**src/rtl/rtor_pkg.sv**
```systemverilog
// Shared types and helpers for the rtor activity monitor.
package rtor_pkg;

  typedef enum logic {
    IDLE = 1'b0,
    RUN  = 1'b1
  } state_t;

  localparam int WIN_LEN_DEF = 16;
  localparam int CNT_W_DEF   = 5;

  // Increment by a single bit, holding at the all-ones value of a width-bit counter.
  function automatic logic [31:0] cnt_sat_inc(input logic [31:0] value, input logic inc,
                                              input int unsigned width);
    logic [31:0] max_v;
    max_v = (32'd1 << width) - 32'd1;
    if (value >= max_v) return max_v;
    return value + {31'd0, inc};
  endfunction

endpackage

```
**src/rtl/rtor_sat_acc.sv**
```systemverilog
// Saturating CNT_W-bit accumulator with synchronous zero and a 1-bit increment.
module rtor_sat_acc
  import rtor_pkg::*;
#(
  parameter int CNT_W = CNT_W_DEF
) (
  input  logic             clk,
  input  logic             rst,
  input  logic             clr,
  input  logic             inc,
  output logic [CNT_W-1:0] acc_next
);

  logic [CNT_W-1:0] acc;

  // acc_next already includes this cycle's increment so a window end can report it directly.
  assign acc_next = CNT_W'(cnt_sat_inc(32'(acc), inc, CNT_W));

  always_ff @(posedge clk or negedge rst) begin
    if (!rst) begin
      acc <= '0;
    end else if (clr) begin
      acc <= '0;
    end else begin
      acc <= acc_next;
    end
  end

endmodule

```
**src/rtl/rtor_activity_monitor.sv**
```systemverilog
// Windowed high-cycle and rising-edge counter for f, reporting over valid/ready
// with a sticky overrun flag when a window report cannot be accepted.
module rtor_activity_monitor
  import rtor_pkg::*;
#(
  parameter int WIN_LEN = WIN_LEN_DEF,
  parameter int CNT_W   = CNT_W_DEF
) (
  input  logic             clk,
  input  logic             rst,
  input  logic             en,
  input  logic             f,
  input  logic             rpt_ready,
  output logic             rpt_valid,
  output logic [CNT_W-1:0] rpt_ones,
  output logic [CNT_W-1:0] rpt_rises,
  output logic             overrun,
  input  logic             clr_overrun
);

  localparam logic [CNT_W-1:0] WIN_LAST = CNT_W'(WIN_LEN - 1);

  state_t           state;
  logic [CNT_W-1:0] win_cnt;
  logic             f_prev;
  logic             rise_now;
  logic             sample;
  logic             win_end;
  logic             acc_clr;
  logic             xfer;
  logic             load;
  logic             drop;
  logic [CNT_W-1:0] ones_next;
  logic [CNT_W-1:0] rises_next;

  assign rise_now = f & ~f_prev;
  // A RUN cycle with en low leaves the window rather than sampling into it.
  assign sample   = (state == RUN) && en;
  assign win_end  = sample && (win_cnt == WIN_LAST);
  assign acc_clr  = !sample || win_end;
  assign xfer     = rpt_valid && rpt_ready;
  assign load     = win_end && (!rpt_valid || rpt_ready);
  assign drop     = win_end && rpt_valid && !rpt_ready;

  rtor_sat_acc #(.CNT_W(CNT_W)) u_ones_acc (
    .clk      (clk),
    .rst      (rst),
    .clr      (acc_clr),
    .inc      (f),
    .acc_next (ones_next)
  );

  rtor_sat_acc #(.CNT_W(CNT_W)) u_rise_acc (
    .clk      (clk),
    .rst      (rst),
    .clr      (acc_clr),
    .inc      (rise_now),
    .acc_next (rises_next)
  );

  always_ff @(posedge clk or negedge rst) begin
    if (!rst) begin
      state     <= IDLE;
      win_cnt   <= '0;
      f_prev    <= 1'b0;
      rpt_valid <= 1'b0;
      rpt_ones  <= '0;
      rpt_rises <= '0;
      overrun   <= 1'b0;
    end else begin
      f_prev <= f;

      case (state)
        IDLE: begin
          win_cnt <= '0;
          if (en) state <= RUN;
        end
        RUN: begin
          if (!en) begin
            state   <= IDLE;
            win_cnt <= '0;
          end else if (win_end) begin
            win_cnt <= '0;
          end else begin
            win_cnt <= win_cnt + CNT_W'(1);
          end
        end
        default: begin
          state   <= IDLE;
          win_cnt <= '0;
        end
      endcase

      // A new report may replace one that is handed off on the same edge.
      if (load) begin
        rpt_valid <= 1'b1;
        rpt_ones  <= ones_next;
        rpt_rises <= rises_next;
      end else if (xfer) begin
        rpt_valid <= 1'b0;
      end

      if (drop) begin
        overrun <= 1'b1;
      end else if (clr_overrun) begin
        overrun <= 1'b0;
      end
    end
  end

endmodule

```
**config.mk**
```make
export PLATFORM = sky130hd
export DESIGN_NAME = rtor_activity_monitor
export DESIGN_NICKNAME = d
export VERILOG_FILES = /design/src/rtl/rtor_pkg.sv /design/src/rtl/rtor_sat_acc.sv /design/src/rtl/rtor_activity_monitor.sv
export SDC_FILE = /design/constraint.sdc
export NUM_CORES = 1
export LEC_CHECK = 0
export BUFFER_PORTS_ARGS = -buffer_cell sky130_fd_sc_hd__buf_2
export CAP_MARGIN = 25
export CORE_MARGIN = 4
export CORE_UTILIZATION = 56
export DETAILED_ROUTE_END_ITERATION = 10
export HOLD_SLACK_MARGIN = 0.06
export PLACE_DENSITY = 0.79
export SYNTH_ARGS = -nofsm -noshare
export SYNTH_HDL_FRONTEND = slang
export SYNTH_HIERARCHICAL = 1
export SYNTH_SLANG_ARGS = --single-unit
export TNS_END_PERCENT = 1
```
**constraint.sdc**
```tcl
create_clock -name clk -period 2.39 [get_ports clk]
set_input_delay 0.239 -clock clk [delete_from_list [all_inputs] [get_ports clk]]
set_output_delay 0.239 -clock clk [all_outputs]
set_load 0.02 [all_outputs]
```
Word level (Yosys, flattened, before mapping). Index checks and enable logic that the tools add are counted.

Eq/ne operators: 1. Bitwise logic cells: 3. Order comparisons: 2. Reductions and logical operators: 13. Muxes and demuxes: 16. Add/sub/neg operators: 3.

Operators with widths (number): 5-bit two-way mux (8); 5-bit by 1-bit adder with 5-bit output (2); 5-bit >= comparator (second input constant) (2); 5-bit one-hot mux with 2 select lines (1); 1-bit two-way mux (7); 1-bit logical AND (6); 5-bit by 1-bit adder with 5-bit output (second input constant) (1); 5-bit by 4-bit equality test with 1-bit output (second input constant) (1); 2-bit nonzero test (2); 1-bit logical NOT (3); 1-bit logical OR (2); 1-bit NOT (2); 1-bit bitwise AND (1).

Register bits: 29. Input bits: 6. Word-level logic and storage cells: 47.

Longest topological paths before layout. Gate-level depths: netlist of run 1.

Word-level depth: 5. Mapped depth: 7. Mapped depth without buffers: 6.

Hierarchy. Netlist of run 1, hierarchy kept.

Modules (own cells, without submodules): rtor_activity_monitor (area each 790.8 um^2, sequential area each 475.5 um^2, times used 1, cells each 51); rtor_sat_acc (area each 322.8 um^2, sequential area each 125.1 um^2, times used 2, cells each 32).

Worst setup path before layout of run 1. OpenSTA, ideal clock, no wires.

Kind: register to register. From: reg win_cnt[0]. To: reg u_ones_acc.acc[0]. Path buffers: 0. Path slack: 610 ps. Setup time: 89 ps. Stages on the path, launching flop included: 7. Arrival time: 1691 ps. Path through: dfrtp_1 ha_1 and3_1 ha_1 nand3b_1 nand2b_1 o22ai_1.

Word-level cells in the longest chain between the ends: 4.

Ends and longest elaborated chain: start: declaration (RTL line rtor_activity_monitor.sv:24) `logic [CNT_W-1:0] win_cnt;`; start signal: assignment (RTL line rtor_activity_monitor.sv:85) `win_cnt <= win_cnt + CNT_W'(1);`; 5-bit by 4-bit equality test with 1-bit output (RTL line rtor_activity_monitor.sv:39) `assign win_end = sample && (win_cnt == WIN_LAST);`; 1-bit logical AND (RTL line rtor_activity_monitor.sv:39); 1-bit logical OR (RTL line rtor_activity_monitor.sv:40) `assign acc_clr = !sample || win_end;`; net acc_clr (RTL line rtor_activity_monitor.sv:29) `logic acc_clr;`; 5-bit two-way mux (RTL line rtor_sat_acc.sv:22) `end else if (clr) begin`; end signal: assignment (RTL line rtor_sat_acc.sv:25) `acc <= acc_next;`; end: declaration (RTL line rtor_sat_acc.sv:14) `logic [CNT_W-1:0] acc;`.

The timed path passes the listed nets, and every way through them passes these cells. A chain may end at the register's enable or synchronous reset.

Final worst setup path of run 1.
From: reg win_cnt[0]. To: reg rpt_ones[2].

Word-level cells in the longest chain between the ends: 3.

Ends and longest elaborated chain: 5-bit by 4-bit equality test with 1-bit output (RTL line rtor_activity_monitor.sv:39); 1-bit logical AND (RTL line rtor_activity_monitor.sv:39); 1-bit logical AND (RTL line rtor_activity_monitor.sv:42) `assign load = win_end && (!rpt_valid || rpt_ready);`; end signal: assignment (RTL line rtor_activity_monitor.sv:97) `rpt_ones <= ones_next;`; end: declaration (RTL line rtor_activity_monitor.sv:15) `output logic [CNT_W-1:0] rpt_ones,`.

Every way passes these cells.

==> results of run 1 <==
-- area by class of cell --
type	instances	share of cell area
clock buffer	5	0.02252
clock inverter	3	0.03904
inverter	7	0.01577
multi-input combinational	76	0.3851
sequential	29	0.4354
tap	30	0.02252
timing repair buffer	22	0.07958
-- layout by cell type, fill, tap and decap left out, drive strengths merged, types with 5 or more instances in the layout --
master	n
dfrtp	29
buf	18
mux2	10
nor2	7
inv	7
ha	6
a31oi	6
and2	6
o22ai	5
clkbuf	5
-- cells in the mapped netlist, types with 3 or more instances --
cell,instances,area [um2]
a211oi_1,4,30.03
a21o_2,4,35.03
a21oi_1,4,20.02
a31oi_1,6,37.54
and3_1,3,18.77
dfrtp_1,29,725.7
ha_1,6,75.07
inv_1,7,26.28
mux2_4,10,150.1
nand2_1,3,11.26
nor2_1,7,26.28
o22ai_1,5,31.28
-- power by group through the flow --
stage	Sequential (mW)	Clock (mW)	Combinational (mW)
floorplan	0.509	0	0.0178
global placement	0.509	0	0.0367
detailed placement	0.510	0	0.0386
CTS	0.500	0.520	0.0424
global route	0.502	0.549	0.0498
finish	0.500	0.510	0.0424
-- metrics by stage --
step,utilization,instances
2_1_floorplan,-,115
3_3_place_gp,0.6208,160
3_5_place_dp,0.6208,160
4_1_cts,0.6748,171
5_1_grt,0.6789,172
6_report,0.6789,172
-- final timing paths --
kind / start / end / slack, ns / cells past startpoint
max in group asynchronous: rst / rpt_ones[4] / 1.53 / 2
min in group asynchronous: rst / rpt_rises[1] / 0.44 / 2
worst max-delay path: win_cnt[0] / rpt_ones[2] / 0.46 / 6
worst min-delay path: rpt_ready / rpt_valid / 0.16 / 3
worst min register to register: win_cnt[0] / win_cnt[0] / 0.48 / 1
worst max register to register: win_cnt[0] / rpt_ones[2] / 0.46 / 6
-- worst min-delay path, cell delays in order --
cell,delay (ns)
buf_2,0.08
nand2b_4,0.11
nand2_1,0.05
-- routing by layer --
metal	track usage	vias to the layer above	wire [um]
met5	0	-	0
met4	0.1003	0	56
met3	0.07018	5	98
met1	0.2066	479	1078
li1	-	471	-
met2	0.3014	15	1328
-- flip-flops by register name, summed over array words and instances, names as in the netlist --
signal / count
win_cnt: 5
rpt_ones: 5
u_rise_acc/acc: 5
overrun: 1
f_prev: 1
rpt_valid: 1
rpt_rises: 5
u_ones_acc/acc: 5
state: 1
-- logic make-up (layout without fill, tap and decap cells) --
kind of cell             after synthesis  count (layout)  share of synthesized area
buffers and inverters                 10              37                    0.04791
AO/OA/AOI/OAI                         27              27                     0.1298
XOR/XNOR                               2               2                    0.01220
adder cells (fa/ha/maj)                6               6                    0.05226
AND/OR/NAND/NOR                       31              31                     0.1481
flip-flops                            29              29                     0.5052
multiplexers                          10              10                     0.1045
-- repair_timing --
action | CTS | global route
buffers inserted | 0 | 0
endpoints found under the hold margin | 31 | 1
endpoints found under the setup margin | 0 | 0
hold buffers | 3 | 1
==> metrics.txt, run 1 <==
dpl hpwl=1774 um; Worst slew margin=0.5828; CP bufs+invs=0; WHS=0.1594 ns; Seq cells post-synth=29; final setup fails=0; fin area=0.001667 mm2; Largest delay share family, worst path=simple AND/OR/NAND/NOR gates; CTS tree=built; largest net degree at the start of global routing=30; Port Buffers=17; status=completed; critical path class=flip-flop to flip-flop; syn avg cell area=12.49 um2; grt ovf=0; Clock Path Buffers=2; Switch Pwr=0.2156 mW; Synth Flop Type=dfrtp_1; Layout area overhead=16.03%; final antenna diode count=0; largest stage delay on the critical path=0.39 ns; Core Box Area=0.002455 mm2; DR WL/cell=14.89 um; Via-to-Cell Ratio=5.640; Post-synth EDFFs=0; H-tree levels=2; Tot GR Track Use=0.1841; RePlAce Congestion=0.7878; placed cell area=0.001524 mm2; Initial Util=0.5851; final hold violation count=0; fillers=189; CTS buffer count=5; startpoint types=flip-flop; Core Rows=18; fin nets=153; Cell Chain, Critical Path=ha_1 > and3_1 > ha_1 > nand3_2 > nor2b_4 > mux2_4; Comb power frac=0.040; setup ws final=0.4619 ns; MaxCap Viol Count=0; pre-CTS setup slack=0.4685 ns; RSZ-0062 raised after global routing=false; PostCTS Resize Cnt=0; Crit Path Max Fanout=10; worst skew pair latency=0.34 ns; Worst Setup End Kind=flip-flop; data arrival time of the worst path=2.15 ns; Synthesis Warnings=6; DR pass1 iterations=4; Gate Count Post-Synth=115; Remaining DRCs=0; Multi-input gate area=641.9 um2; fmax=518.7 MHz; pwr/cell area=631.9 mW/mm2; Layout Skew=0.01213 ns; DR vias=970; post-route ant nets=0; DIE AREA=0.003439 mm2; Cell variety after synth=30; layout cells sized above 1=0.3451; period utilization=0.8067; CTS clk-pin slew, worst paths=0.10 ns; post-synthesis sequential area ratio=0.5052; Worst-Margin Slew=0.6258 ns; Slew Viols, Final=0; initial antenna violation count=0; IO Count=18; Critical Path RT=2.61 ns; Sw Ratio=0.2047; Top cell by count, worst path=ha_1; vias in the first global route=1010; P_leak=0.8589 nW; slowest stage cell, crit path=dfrtp_1; total power=1.053 mW; HP Class=input port to flip-flop; Seq pwr share=0.475; Sequential cell area=725.7 um2; peak supply drop=656.4 uV; Internal=0.8376 mW; die width=58.65 um; CTS Sinks=29; die height=58.65 um; Syn Std Cell Area=0.001436 mm2; Setup TNS Final=0 ns; post-synthesis net count=127; routed wire length=2561 um; fin crit period=1.928 ns; Initial DRC Count=26; Clock Power Share=0.485; ys async rst share=1.000; Clock Tree Root=clkbuf_4; first-pass GRT wire length=4567 um
Note: power is estimated with default switching activity, not from simulation.
==> run 2: changes to the inputs <==
Clock period 2.39 ns to 1.9 ns, I/O delays scaled along.
==> run 2 against run 1 <==
Effect of this change:
- combinational power grew 33%
- die area did not move
- utilization is 0.66 points higher
- routed wire length up 9.3%
- non-clock buffer count up 2
- flip-flop and latch count stayed put
- setup slack got worse by 0.36 ns
- register-to-register slack got worse by 0.34 ns
- clock skew fell by 0.00097 ns
- first-iteration DRC count is 7.7% higher
- clock power up 4.5%
==> metrics.txt, run 2 (synthesis results as in run 1) <==
CP Launch Point=f; critical path class=input port to flip-flop; Slew Viols, Final=0 (unchanged); Remaining DRCs=0 (unchanged); initial antenna violation count=0 (unchanged); Inst Count DP=161 (+0.63%); final hold violation count=0 (unchanged); Crit Path Max Fanout=4 (-6); Layout Skew=0.01116 ns (-0.0009715 ns); CTS buffer count=5 (unchanged); Worst-Margin Slew=0.6493 ns (+0.02351 ns); DR WL/cell=16.09 um (+8.0%); fin crit period=1.801 ns; Layout area overhead=17.16%; Port Buffers=17 (unchanged); MaxCap Viol Count=0 (unchanged); Worst Hold Launch=rpt_ready; largest net degree at the start of global routing=30 (unchanged); pwr/cell area=724.0 mW/mm2 (+15%); final setup fails=0 (unchanged); Worst Setup End Kind=flip-flop; IO Count=18 (unchanged); vias in the first global route=992 (-1.8%); most common cell after layout, fill and taps aside=dfrtp_1; post-layout util=0.6855 (+0.006626); fmax=555.3 MHz; CTS Sinks=29 (unchanged); RePlAce Congestion=0.7592 (-3.6%); DIE AREA=0.003439 mm2 (unchanged); CTS clk-pin slew, worst paths=0.10 ns (about the same); Final Non-Filler Cells=174 (+1.2%); status=completed; RSZ-0062 raised after global routing=true; die height=58.65 um (unchanged); Tot GR Track Use=0.1862 (+0.002145); most frequent cells in the layout=dfrtp_1 (29), buf_2 (17), mux2_4 (10), nor2_1 (7), inv_1 (7); CTS tree=built; peak supply drop=868.3 uV (+32%); Initial Util=0.5851 (unchanged); worst skew pair latency=0.33 ns (about the same); fillers=171 (-9.5%); P_leak=0.8630 nW (+0.48%); post-route ant nets=0 (unchanged); data arrival time of the worst path=2.03 ns (-0.12 ns); Core Rows=18 (unchanged); Multi-input gate area=648.1 um2 (+0.97%); grt ovf=0 (unchanged); dpl hpwl=1953 um (+10%); die width=58.65 um (unchanged); startpoint types=input port; layout cells sized above 1=0.3542 (+0.009096); first-pass GRT wire length=4595 um (+0.61%); Initial DRC Count=28 (+7.7%); Via-to-Cell Ratio=5.615 (-0.44%); Critical Path RT=2.13 ns (-0.48 ns); Reg-to-Reg Start=win_cnt[0]; H-tree levels=2 (unchanged); Sequential cell area=725.7 um2 (unchanged); Core Box Area=0.002455 mm2 (unchanged); Clock Path Buffers=2 (unchanged); Clock Tree Root=clkbuf_4; r2r setup slk=0.12 ns (-0.34 ns); final antenna diode count=0 (unchanged); HP Class=input port to flip-flop; DR vias=977 (+0.72%); DR pass1 iterations=4 (unchanged); Worst slew margin=0.5671 (-0.01567); routed wire length=2799 um (+9.3%); fin nets=155 (+1.3%); period utilization=0.9478
run 2: cell count changes in the layout (fill, tap and decap cells not counted), sizes merged:
cell / before / now
buf: 18 / 20
clkinv: 1 / 0
clkbuf: 5 / 7
bufinv: 2 / 1
run 2: worst max-delay path, stage by stage:
cell	delay, ns
dlygate4sd3_1	0.53
buf_2	0.13
nor2b_1	0.13
ha_1	0.23
ha_1	0.23
a31oi_1	0.24
a21oi_1	0.07
mux2_4	0.27
run 2: where the power goes:
part | internal (mW) | leakage [nW] | switching, mW
logic | 0.0252 | 0.419 | 0.0313
clock network | 0.314 | 0.0455 | 0.219
registers | 0.623 | 0.399 | 0.00599
run 2: final timing paths:
path | end | depth (start not counted)
max | rpt_rises[4] | 8
min | rpt_valid | 3
max reg2reg | u_ones_acc/acc[1] | 7
min reg2reg | win_cnt[0] | 1
max in group asynchronous | win_cnt[2] | 2
min in group asynchronous | rpt_rises[4] | 2
run 2: layer usage:
layer / global-route usage / share of wire / vias up
met1: 0.2188 / 0.40 / 467
met3: 0.05921 / 0.046 / 11
met5: 0 / 0 / -
met4: 0.1230 / 0.033 / 0
met2: 0.2919 / 0.52 / 28
li1: - / - / 471
run 2: final cells by class:
cell class	instances	share of cell area
Sequential cell	29	0.4312
Multi-Input combinational cell	76	0.3851
Timing Repair Buffer	24	0.09517
Clock buffer	7	0.03271
Tap cell	30	0.02230
Clock inverter	1	0.01784
Inverter	7	0.01561
run 2: what timing repair did:
item,4_1_cts,5_1_grt
endpoints found under the hold margin,32,0
setup endpoints to repair,0,11
hold buffers,4,0
buffers inserted,0,1
resized for setup,0,1
run 2: through the flow:
stage / setup slack [ns] / instance area, um2 / power [mW] / setup TNS, ns / hold slack [ns]
after floorplan: 0.1200 / 1436 / 0.6624 / 0 / -0.1056
after global placement: 0.09890 / 1531 / 0.6878 / 0 / 0.2320
after detailed placement: 0.05121 / 1531 / 0.6902 / 0 / 0.2501
after CTS: 0.04033 / 1657 / 1.235 / 0 / 0.1128
after global routing: -0.005298 / 1683 / 1.272 / -0.005298 / 0.1151
final: 0.09917 / 1683 / 1.218 / 0 / 0.1255
